**config.mk**
```make
export PLATFORM = sky130hd
export DESIGN_NAME = conc_stim_player
export DESIGN_NICKNAME = d
export VERILOG_FILES = /design/src/rtl/conc_stim_pkg.sv /design/src/rtl/conc_stim_mem.sv /design/src/rtl/conc_stim_player.sv
export SDC_FILE = /design/constraint.sdc
export NUM_CORES = 1
export LEC_CHECK = 0
export CAP_MARGIN = 20
export CORE_MARGIN = 1
export CORE_UTILIZATION = 45
export CTS_BUF_LIST = sky130_fd_sc_hd__clkbuf_4 sky130_fd_sc_hd__clkbuf_8
export CTS_CLUSTER_SIZE = 10
export DETAILED_ROUTE_END_ITERATION = 12
export PLACE_DENSITY_LB_ADDON = 0.3
export RECOVER_POWER = 25
export SYNTH_ARGS = -nofsm -noshare
export SYNTH_HDL_FRONTEND = slang
export SYNTH_HIERARCHICAL = 1
export SYNTH_SLANG_ARGS = --single-unit
```
**constraint.sdc**
```tcl
create_clock -name clock -period 7.4 [get_ports clock]
set_clock_uncertainty 0.2 [all_clocks]
set_input_delay 1.11 -clock clock [delete_from_list [all_inputs] [get_ports clock]]
set_output_delay 1.11 -clock clock [all_outputs]
set_load 0.01 [all_outputs]
```
**src/rtl/conc_stim_pkg.sv**
```systemverilog
// Shared types for the concolic stimulus player.
// State encoding, playback mode codes and a saturating counter helper.
package conc_stim_pkg;

  typedef enum logic [1:0] {
    IDLE,
    RUN,
    STEP_WAIT,
    DONE
  } state_t;

  localparam logic [1:0] MODE_ONESHOT = 2'd0;
  localparam logic [1:0] MODE_LOOP    = 2'd1;
  localparam logic [1:0] MODE_STEP    = 2'd2;

  function automatic logic [7:0] sat_inc8(
    input logic [7:0] v
  );
    return (v == 8'hFF) ? v : v + 8'd1;
  endfunction

endpackage

```
**src/rtl/conc_stim_mem.sv**
```systemverilog
// Vector store: sync write, async read, no reset.
// Out-of-range writes are dropped; out-of-range reads return zero.
module conc_stim_mem #(
  parameter int VEC_W = 3,
  parameter int DEPTH = 31,
  parameter int AW    = $clog2(DEPTH)
) (
  input  logic             clock,
  input  logic             we,
  input  logic [AW-1:0]    wr_addr,
  input  logic [VEC_W-1:0] wr_data,
  input  logic [AW-1:0]    rd_addr,
  output logic [VEC_W-1:0] rd_data
);

  localparam logic [AW:0] DEPTH_W = (AW+1)'(DEPTH);

  logic [VEC_W-1:0] mem [DEPTH];

  logic wr_ok;
  logic rd_ok;

  assign wr_ok = we && ({1'b0, wr_addr} < DEPTH_W);
  assign rd_ok = {1'b0, rd_addr} < DEPTH_W;

  always_ff @(posedge clock) begin
    if (wr_ok) begin
      mem[wr_addr] <= wr_data;
    end
  end

  assign rd_data = rd_ok ? mem[rd_addr] : '0;

endmodule

```
**src/rtl/conc_stim_player.sv**
```systemverilog
// Stimulus-vector player: replays stored vectors onto DUT inputs.
// Supports one-shot, loop and single-step playback with start/stop.
module conc_stim_player
  import conc_stim_pkg::*;
#(
  parameter int               VEC_W    = 3,
  parameter int               DEPTH    = 31,
  parameter int               AW       = $clog2(DEPTH),
  parameter logic [VEC_W-1:0] IDLE_VEC = '0
) (
  input  logic             clock,
  input  logic             reset,
  input  logic             load_we,
  input  logic [AW-1:0]    load_addr,
  input  logic [VEC_W-1:0] load_data,
  input  logic             start,
  input  logic             stop,
  input  logic             step,
  input  logic [1:0]       mode,
  input  logic [AW:0]      length,
  output logic [VEC_W-1:0] vec_out,
  output logic             vec_valid,
  output logic [AW-1:0]    vec_idx,
  output logic             busy,
  output logic             done,
  output logic [7:0]       wrap_count
);

  localparam logic [AW:0]   DEPTH_W = (AW+1)'(DEPTH);
  localparam logic [AW-1:0] LAST_MAX = AW'(DEPTH - 1);

  state_t           state_q, state_d;
  logic [AW-1:0]    pc_q, pc_d;
  logic [AW-1:0]    last_q, last_d;
  logic             loop_q, loop_d;
  logic [VEC_W-1:0] vec_q, vec_d;
  logic [AW-1:0]    idx_q, idx_d;
  logic             valid_q, valid_d;
  logic             done_q, done_d;
  logic [7:0]       wrap_q, wrap_d;

  logic [VEC_W-1:0] rd_data;
  logic [AW-1:0]    last_eff;
  logic             present;

  conc_stim_mem #(
    .VEC_W (VEC_W),
    .DEPTH (DEPTH),
    .AW    (AW)
  ) u_mem (
    .clock   (clock),
    .we      (load_we),
    .wr_addr (load_addr),
    .wr_data (load_data),
    .rd_addr (pc_q),
    .rd_data (rd_data)
  );

  // Zero or oversize length plays the whole store.
  always_comb begin
    if (length == '0 || length > DEPTH_W) begin
      last_eff = LAST_MAX;
    end else begin
      last_eff = AW'(length - 1'b1);
    end
  end

  always_comb begin
    state_d = state_q;
    pc_d    = pc_q;
    last_d  = last_q;
    loop_d  = loop_q;
    vec_d   = vec_q;
    idx_d   = idx_q;
    valid_d = 1'b0;
    done_d  = done_q;
    wrap_d  = wrap_q;
    present = 1'b0;

    if (stop) begin
      state_d = IDLE;
      vec_d   = IDLE_VEC;
      pc_d    = '0;
      done_d  = 1'b0;
    end else begin
      unique case (state_q)
        IDLE, DONE: begin
          if (state_q == DONE) begin
            done_d = 1'b1;
          end
          if (start) begin
            loop_d  = (mode == MODE_LOOP);
            last_d  = last_eff;
            pc_d    = '0;
            wrap_d  = '0;
            done_d  = 1'b0;
            state_d = (mode == MODE_STEP) ? STEP_WAIT : RUN;
          end
        end
        RUN:       present = 1'b1;
        STEP_WAIT: present = step;
        default:   state_d = IDLE;
      endcase

      if (present) begin
        vec_d   = rd_data;
        idx_d   = pc_q;
        valid_d = 1'b1;
        if (pc_q == last_q) begin
          if (loop_q) begin
            pc_d   = '0;
            wrap_d = sat_inc8(wrap_q);
          end else begin
            state_d = DONE;
          end
        end else begin
          pc_d = pc_q + 1'b1;
        end
      end
    end
  end

  always_ff @(posedge clock or posedge reset) begin
    if (reset) begin
      state_q <= IDLE;
      pc_q    <= '0;
      last_q  <= LAST_MAX;
      loop_q  <= 1'b0;
      vec_q   <= IDLE_VEC;
      idx_q   <= '0;
      valid_q <= 1'b0;
      done_q  <= 1'b0;
      wrap_q  <= '0;
    end else begin
      state_q <= state_d;
      pc_q    <= pc_d;
      last_q  <= last_d;
      loop_q  <= loop_d;
      vec_q   <= vec_d;
      idx_q   <= idx_d;
      valid_q <= valid_d;
      done_q  <= done_d;
      wrap_q  <= wrap_d;
    end
  end

  assign vec_out    = vec_q;
  assign vec_valid  = valid_q;
  assign vec_idx    = idx_q;
  assign busy       = (state_q == RUN) || (state_q == STEP_WAIT);
  assign done       = done_q;
  assign wrap_count = wrap_q;

endmodule

```
==> out/results.ini, run 1 <==
[status]
status=complete, but fails checks
violations=max-capacitance violations, max-slew violations

[placed_design]
gp_congestion=0.791
port_buffers=40
post-place-ws_ns=3.89
dpl.hpwl_mm=7.55

[sta]
slew_headroom_pct=-11.1
hold_viol_final=0
worst_slew_pin_slew_ns=1.67
setup_viol=0
rsz0062_at_grt=no
fin_crit_sh_pct=45.0
tns_ns=0
min_period_ns=3.33
max_freq_ghz=0.300
slew_viol_final=32
setup_ws_ns=4.07

[synth]
netlist_area_um2=5630
synth_flop_cell=edfxtp_1
yosys_warnings=6
yosysUniqueCellTypes=63
synth_fp_nets=431
synth_edf_count=93
synth.avg_cell_area_um2=14.0
synthCells=402
async_reset_ff_share_pct=25.0
seq_area_frac_synth_pct=63.5
ys_ff_latch=124

[floorplanning]
dieWidth_um=114
start_util_pct=46.4
die_area_um2=13000
coreArea_um2=12100
num_io_pins=41
die_h_um=114
rows=40

[routing]
wl_per_cell_um=17.9
viasPerCell=5.51
antenna_left=0
drcViolationCount=0
num_vias=3481
drtIter0Drc=365
drt_first_pass_iters=4
routed_wl_mm=11.3

[clock_tree]
cts_tree=yes
h-tree-depth=4
cts.sinks=124
clk-insertion-delay-late_ns=0.42
clk_pin_slew_ns=0.07
cts_setup_buffers=0
cts_root_buf=clkbuf_8
cts_buffer_depth=2
numCtsBuffers=17
cts_resized=0
hold_buffers=0

[layout]
final_nets=480
final_cell_mix=93 x edfxtp_1, 47 x nor2_1, 38 x nand2_1
layout_commonest_cell=edfxtp_1
drive_gt1_share_pct=15.3
syn_to_final_growth_pct=15.9
n_antenna_cell=0

[global_route]
grt_pass1_wl_mm=18.4
first_global_vias=3510
grt_usage_pct=19.1
grt_use_met2_pct=31.7
grt_util_met3_pct=5.79
gr-max-usage-layer=met2
antenna_found_initial=0
grt_start_max_net_pins=38
met1_usage_pct=23.8
grt_overflow=0

[power]
power_density_nw_per_um2=218
leakagePower_nw=2.24
vdd_drop_max_mv=0.206

[flow_run]
drv_cap=1

[setup_path]
cp.required_ns=7.48
startpoint_type=flip-flop
worstPathArrival_ns=3.41
rrSetupSlack_ns=4.07
critPathKind=flip-flop to flip-flop
crit_fanout=20
end_kind=flip-flop

[worst_hold_path]
min_path_type=flip-flop to flip-flop

-- metrics by stage --
step	power, mW	util (%)	hold WS, ns	cells	area, µm²
5_1_grt	1.48	53.9	0.312	632	6520
6_report	1.42	53.9	0.295	632	6520
3_5_place_dp	0.894	50.7	0.270	598	6140
3_3_place_gp	0.891	50.7	0.269	598	6140
2_1_floorplan	0.851	-	0.288	402	5630
4_1_cts	1.44	53.7	0.294	630	6510
-- logic make-up after synthesis --
kind of cell / Yosys count / share of synthesized area (%)
xor gates and xnor gates: 8 / 1.25
and+or+nand+nor: 142 / 12.7
muxes: 40 / 11.4
adders and majority gates: 7 / 1.56
AOI/OAI and AO/OA: 51 / 6.47
buffers and inverters: 30 / 3.14
DFF: 124 / 63.5
-- registers in the layout, indices dropped and copies added (netlist names) --
name and flops:
last_q 5, state_q 2, vec_valid 1, vec_out 3, wrap_count 8, loop_q 1
done 1, vec_idx 5, u_mem/mem 93, pc_q 5
-- synthesized netlist by cell type (3+ instances only) --
master,number,share of area [%]
nand3b_1,9,1.2
o21ai_0,6,0.53
nand2_1,38,2.5
nor2_1,47,3.1
mux4_1,4,1.9
a21oi_1,13,1.2
clkbuf_8,3,0.73
o211ai_1,3,0.40
or3_1,4,0.44
mux2_2,7,1.4
o311ai_0,3,0.47
clkbuf_1,3,0.20
nor2b_1,5,0.56
ha_1,7,1.6
xnor2_1,8,1.2
mux2i_1,15,2.7
and3_1,4,0.44
a311oi_1,3,0.47
dfrtp_1,27,12
clkinv_1,3,0.20
dfstp_2,4,1.9
nor3_1,6,0.53
nand3_1,8,0.71
buf_6,4,0.80
or3b_2,3,0.47
buf_2,3,0.27
edfxtp_1,93,50
inv_1,12,0.80
mux4_2,13,5.2
-- path summary, 6_finish.rpt --
kind                                        start                        end  cells past startpoint
setup reg to reg                pc_q[0]$_DFF_PP0_     vec_out[1]$_DFFE_PP0P_                      7
max in group asynchronous                   reset     vec_idx[3]$_DFFE_PP0P_                      3
hold / removal             vec_idx[3]$_DFFE_PP0P_     vec_idx[3]$_DFFE_PP0P_                      2
min in group asynchronous                   reset  wrap_count[1]$_DFFE_PP0P_                      3
hold reg to reg            vec_idx[3]$_DFFE_PP0P_     vec_idx[3]$_DFFE_PP0P_                      2
setup / recovery                pc_q[0]$_DFF_PP0_     vec_out[1]$_DFFE_PP0P_                      7
-- where the power goes --
group          internal [mW]  switching [mW]  total (mW)
registers              0.767          0.0112       0.779
clock network          0.274           0.272       0.546
logic                 0.0432          0.0568       0.100
-- per-layer routing --
| layer | share of wire, % | routed length, µm | up-vias |
|---|---|---|---|
| met4 | 1.1 | 127 | 0 |
| met2 | 50 | 5670 | 129 |
| met3 | 6.2 | 699 | 11 |
| met5 | 0 | 0 | - |
| li1 | - | - | 1626 |
| met1 | 43 | 4810 | 1715 |
-- worst max-delay path, cell delays in order (launching register included) --
cell and delay (ns):
dfrtp_1 0.84, buf_4 0.44, mux4_1 0.60, mux2_2 0.28, and3_1 0.18, or4_1 0.49
nand2_1 0.08, a21oi_1 0.06
-- layout make-up --
cell class | instances | area, µm²
fillers | 1025 | 5590
clock buffers | 19 | 249
inverters | 15 | 56.3
well taps | 168 | 210
flip-flops and latches | 124 | 3570
multi-input cells | 248 | 1880
clock inverters | 13 | 120
repair buffers | 45 | 438
Power figures use the tool's default switching activity.
==> inputs of run 2 (changes only) <==
Clock period 7.4 ns to 3.5 ns, I/O delays scaled along.
==> run 2 against run 1 <==
The run still ends with max-capacitance violations, max-slew violations left. Register-to-register slack lost 3.4 ns. Global-route usage is 0.57 points higher. Hold slack worse by 0.020 ns. Worst setup slack got worse by 3.4 ns. Critical endpoint unchanged. Largest cell class unchanged. Largest power group unchanged.
==> out/results.ini, run 2 (same netlist as run 1, synthesis figures left out) <==
[status]
status=complete, but fails checks
violations=max-capacitance violations, max-slew violations

[setup_path]
rrSetupSlack_ns=0.64  ; -3.43 ns
rr_worst_depth=7  ; unchanged
r2r-start=pc_q[0]$_DFF_PP0_
worstPathArrival_ns=2.95  ; -0.46 ns
critPathKind=flip-flop to flip-flop
cp.required_ns=3.59  ; -3.89 ns
end_kind=flip-flop
worstReg2RegEnd=vec_out[1]$_DFFE_PP0P_
startpoint_type=flip-flop
crit_fanout=14  ; -30%

[sta]
fin_hold_ws_ns=0.274  ; -0.0201 ns
max_freq_ghz=0.349  ; +16%
rsz0062_at_grt=no
tns_ns=0  ; unchanged
min_period_ns=2.86  ; -0.471 ns
worst_slew_pin_slew_ns=1.69  ; +0.0218 ns
setup_ws_ns=0.638  ; -3.43 ns
slew_viol_final=32  ; unchanged
fin_crit_sh_pct=81.8  ; +37 points
slew_headroom_pct=-12.5  ; -1.5 points
setup_viol=0  ; unchanged
hold_viol_final=0  ; unchanged

[floorplanning]
die_area_um2=13000  ; unchanged
num_io_pins=41  ; unchanged
dieWidth_um=114  ; unchanged
coreArea_um2=12100  ; unchanged
rows=40  ; unchanged
start_util_pct=46.4  ; unchanged
die_h_um=114  ; unchanged

[layout]
syn_to_final_growth_pct=16.2
top_register=u_mem/mem
largest_register_ffs=93  ; unchanged
layout_commonest_cell=edfxtp_1
n_antenna_cell=0  ; unchanged
final_util_pct=54.0  ; +0.11 points
drive_gt1_share_pct=16.0  ; +0.69 points
final_nets=486  ; +1.3%
layoutNonFillerInstCount=637  ; +0.79%
nFillCells=1052  ; +2.6%
final_cell_mix=93 x edfxtp_1, 47 x nor2_1, 38 x nand2_1

[worst_hold_path]
worstHoldPathCells=2  ; unchanged
hp-start=vec_idx[4]$_DFFE_PP0P_
min_to=vec_idx[4]$_DFFE_PP0P_
min_path_type=flip-flop to flip-flop

[clock_tree]
cts_root_buf=clkbuf_8
h-tree-depth=4  ; unchanged
cts_buffer_depth=2  ; unchanged
cts_setup_buffers=0  ; unchanged
clk-insertion-delay-late_ns=0.43  ; about the same
cts_resized=0  ; unchanged
cts_tree=yes
numCtsBuffers=17  ; unchanged
cts.sinks=124  ; unchanged
hold_buffers=0  ; unchanged
clk_pin_slew_ns=0.07  ; about the same

[power]
swShare_pct=22.3  ; -1.5 points
switchingPower_uw=663  ; +95%
power_density_nw_per_um2=454  ; +110%
p_seq_share_pct=55.5  ; +0.9 points
pwr-share-comb_pct=7.3  ; +0.3 points
power_frac_clock_pct=37.2  ; -1.1 points
p_int_mw=2.30  ; +110%
vdd_drop_max_mv=0.294  ; +43%
leakagePower_nw=2.27  ; +1.2%

[routing]
num_vias=3495  ; +0.40%
wl_per_cell_um=18.3  ; +2.4%
routed_wl_mm=11.7  ; +3.2%
drt_first_pass_iters=4  ; unchanged
antenna_left=0  ; unchanged
viasPerCell=5.49  ; -0.39%
drcViolationCount=0  ; unchanged
drtIter0Drc=344  ; -5.8%

[placed_design]
placed_cells=605  ; +1.2%
port_buffers=40  ; unchanged
gp_congestion=0.812  ; +2.6%
post-place-ws_ns=0.619  ; -3.27 ns
dpl.hpwl_mm=7.89  ; +4.6%

[global_route]
antenna_found_initial=0  ; unchanged
first_global_vias=3534  ; +0.68%
grt_overflow=0  ; unchanged
grt_usage_pct=19.6  ; +0.57 points
grt_start_max_net_pins=32  ; -16%
grt_pass1_wl_mm=18.8  ; +2.3%

[flow_run]
drv_cap=1  ; unchanged

run 2: cell types whose count changed in the layout (fill, tap and decap cells not counted):
cell and delta:
buf_4 +7, clkinv_4 -4, clkbuf_4 +3, clkinv_2 +2, inv_6 -2, buf_8 -1
clkinv_1 +1, clkinvlp_4 -1
run 2: routing by layer:
layer / GRT usage, % / wire [µm] / vias up
met1: 25.7 / 5180 / 1723
met3: 5.05 / 699 / 2
met2: 32.0 / 5770 / 126
met5: 0 / 0 / -
li1: - / - / 1644
met4: 6.49 / 25 / 0
run 2: metrics by stage:
stage,total power [mW],instance area (µm²)
after global placement,1.89,6190
after floorplan,1.80,5630
after detailed placement,1.89,6190
after CTS,3.01,6540
after global routing,3.09,6540
final,2.97,6540
run 2: final cells by class:
| type | count | area, µm² | area share, % |
|---|---|---|---|
| flip-flops and latches | 124 | 3570 | 54.7 |
| multi-input cells | 248 | 1880 | 28.7 |
| repair buffers | 51 | 475 | 7.27 |
| clock buffers | 22 | 272 | 4.15 |
| well taps | 168 | 210 | 3.22 |
| clock inverters | 9 | 73.8 | 1.13 |
| inverters | 15 | 56.3 | 0.861 |
run 2: worst max path at each step:
| stage | endpoint | depth (start not counted) | slack [ns] | startpoint |
|---|---|---|---|---|
| floorplan | vec_out[1]$_DFFE_PP0P_ | 7 | 1.07 | pc_q[0]$_DFF_PP0_ |
| global placement | vec_out[1]$_DFFE_PP0P_ | 7 | 0.70 | pc_q[0]$_DFF_PP0_ |
| detailed placement | wrap_count[1]$_DFFE_PP0P_ | 6 | 0.62 | step |
| CTS | vec_out[1]$_DFFE_PP0P_ | 7 | 0.62 | pc_q[0]$_DFF_PP0_ |
| global route | vec_out[1]$_DFFE_PP0P_ | 7 | 0.44 | pc_q[0]$_DFF_PP0_ |
| finish | vec_out[1]$_DFFE_PP0P_ | 7 | 0.64 | pc_q[0]$_DFF_PP0_ |
run 2: power groups by stage:
stage               logic [mW]  registers (mW)  clock network [mW]
global route             0.239            1.65                1.20
floorplan                0.130            1.67                   0
CTS                      0.219            1.65                1.15
detailed placement       0.217            1.68                   0
global placement         0.212            1.68                   0
finish                   0.216            1.65                1.10
run 2: critical path, stage by stage, from the launching register on:
cell and delay, ns:
dfrtp_1 0.78, buf_4 0.31, mux2_2 0.34, o311ai_0 0.31, a221oi_1 0.10, or4_1 0.56
nand2_1 0.08, a21oi_1 0.05
==> inputs of run 3 (changes only) <==
Clock period 3.5 ns to 2.7 ns, I/O delays scaled along.
==> run 3 against run 2 <==
The flow still finishes with violations (max-capacitance violations, max-slew violations). Non-clock buffer count increased by 6. Die area unchanged. Critical path depth decreased by 3. Utilization increased by 1.0 points. Highest routed layer unchanged.
==> out/results.ini, run 3 (same netlist as run 1, synthesis figures left out) <==
[status]
status=complete, but fails checks
violations=max-capacitance violations, max-slew violations

[clock_tree]
numCtsBuffers=17  ; unchanged
hold_buffers=0  ; unchanged
cts_resized=0  ; unchanged
cts_buffer_depth=2  ; unchanged
h-tree-depth=4  ; unchanged
cts_tree=yes
cts_setup_buffers=0  ; unchanged
cts_root_buf=clkbuf_8
clk-insertion-delay-late_ns=0.45  ; +0.02 ns
clk_pin_slew_ns=0.07  ; about the same
cts.sinks=124  ; unchanged

[flow_run]
drv_cap=1  ; unchanged

[sta]
hold_viol_final=0  ; unchanged
fin_crit_sh_pct=93.6
tns_ns=0  ; unchanged
rsz0062_at_grt=no
fin_hold_ws_ns=0.279  ; +0.00458 ns
max_freq_ghz=0.396
min_period_ns=2.53
setup_viol=0  ; unchanged
worst_slew_pin_slew_ns=1.67  ; -0.0184 ns
slew_viol_final=32  ; unchanged
slew_headroom_pct=-11.3  ; +1.2 points
setup_ws_ns=0.173  ; -0.465 ns

[setup_path]
crit_fanout=7  ; -7
startpoint_type=flip-flop
cp.required_ns=2.10  ; -1.49 ns
end_kind=primary output
worstPathArrival_ns=1.92  ; -1.03 ns
critPathKind=flip-flop to primary output

[routing]
drtIter0Drc=377  ; +9.6%
drcViolationCount=0  ; unchanged
routed_wl_mm=11.3  ; -3.0%
antenna_left=0  ; unchanged
viasPerCell=5.46  ; -0.49%
wl_per_cell_um=17.6  ; -4.0%
drt_first_pass_iters=6  ; +2
num_vias=3516  ; +0.60%

[worst_hold_path]
min_path_type=flip-flop to flip-flop

[layout]
syn_to_final_growth_pct=18.4
multi_input_area_um2=1880  ; unchanged
largest_register_ffs=93  ; unchanged
top_register=u_mem/mem
layout_commonest_cell=edfxtp_1
final_util_pct=55.0  ; +1.0 points
nFillCells=1062  ; +0.95%
final_nets=492  ; +1.2%
n_antenna_cell=0  ; unchanged
ff_latch_area_um2=3570  ; unchanged
fin_area_um2=6660  ; +1.9%
drive_gt1_share_pct=17.6  ; +1.7 points
layoutNonFillerInstCount=644  ; +1.1%
final_cell_mix=93 x edfxtp_1, 47 x nor2_1, 38 x nand2_1

[placed_design]
gp_congestion=0.838  ; +3.2%
placed_cells=612  ; +1.2%
post-place-ws_ns=0.218  ; -0.400 ns
dpl.hpwl_mm=7.80  ; -1.2%
port_buffers=40  ; unchanged
postPlaceCellArea_um2=6240  ; +0.85%

[power]
power_density_nw_per_um2=619  ; +36%
leakagePower_nw=2.33  ; +2.7%
p_total_mw=4.12  ; +39%
vdd_drop_max_mv=0.342  ; +16%

[floorplanning]
start_util_pct=46.4  ; unchanged
die_area_um2=13000  ; unchanged
dieWidth_um=114  ; unchanged
coreArea_um2=12100  ; unchanged
num_io_pins=41  ; unchanged
rows=40  ; unchanged
die_h_um=114  ; unchanged

[global_route]
grt_usage_pct=19.6  ; about the same
first_global_vias=3528  ; -0.17%
grt_overflow=0  ; unchanged
grt_start_max_net_pins=32  ; unchanged
grt_pass1_wl_mm=18.7  ; -0.48%
antenna_found_initial=0  ; unchanged

-- run 3: cell count changes in the layout (fill, tap and decap cells not counted) --
cell,before,now
bufinv_16,1,3
clkinv_4,1,2
clkinv_1,5,3
buf_4,9,15
clkinvlp_4,1,2
clkbuf_8,17,20
clkbuf_4,5,1
-- run 3: cell type report --
class,instances,share of cell area [%]
sequential,124,53.6
multi-input combinational,248,28.2
timing repair buffer,57,7.81
clock buffer,21,4.24
tap,168,3.16
clock inverter,11,2.14
inverter,15,0.845
-- run 3: critical path: stages (launching register included) --
cell             delay, ns
dfrtp_1               0.39
inv_1                 0.06
ha_1                  0.37
inv_1                 0.11
clkdlybuf4s50_1       0.55
-- run 3: path summary, 6_finish.rpt --
check,start,end,slack [ns],cells past startpoint
worst max-delay path,state_q[0]$_DFF_PP0_,busy,0.17,4
worst min-delay path,vec_idx[1]$_DFFE_PP0P_,vec_idx[1]$_DFFE_PP0P_,0.28,2
worst max register to register,pc_q[0]$_DFF_PP0_,vec_out[0]$_DFFE_PP0P_,0.21,6
worst min register to register,vec_idx[1]$_DFFE_PP0P_,vec_idx[1]$_DFFE_PP0P_,0.28,2
max in group asynchronous,reset,vec_idx[3]$_DFFE_PP0P_,0.55,3
min in group asynchronous,reset,wrap_count[6]$_DFFE_PP0P_,0.78,3
-- run 3: where the power goes --
group          switching (mW)  internal, mW
clock network           0.714         0.991
registers              0.0265          2.10
logic                   0.160         0.125
total                   0.900          3.22
-- run 3: routing by layer --
metal	share of wire [%]	up-vias	global-route usage (%)
met5	0	-	0
met4	2.1	0	8.83
met3	5.1	17	5.90
met2	47	109	29.6
met1	45	1741	26.3
li1	-	1649	-
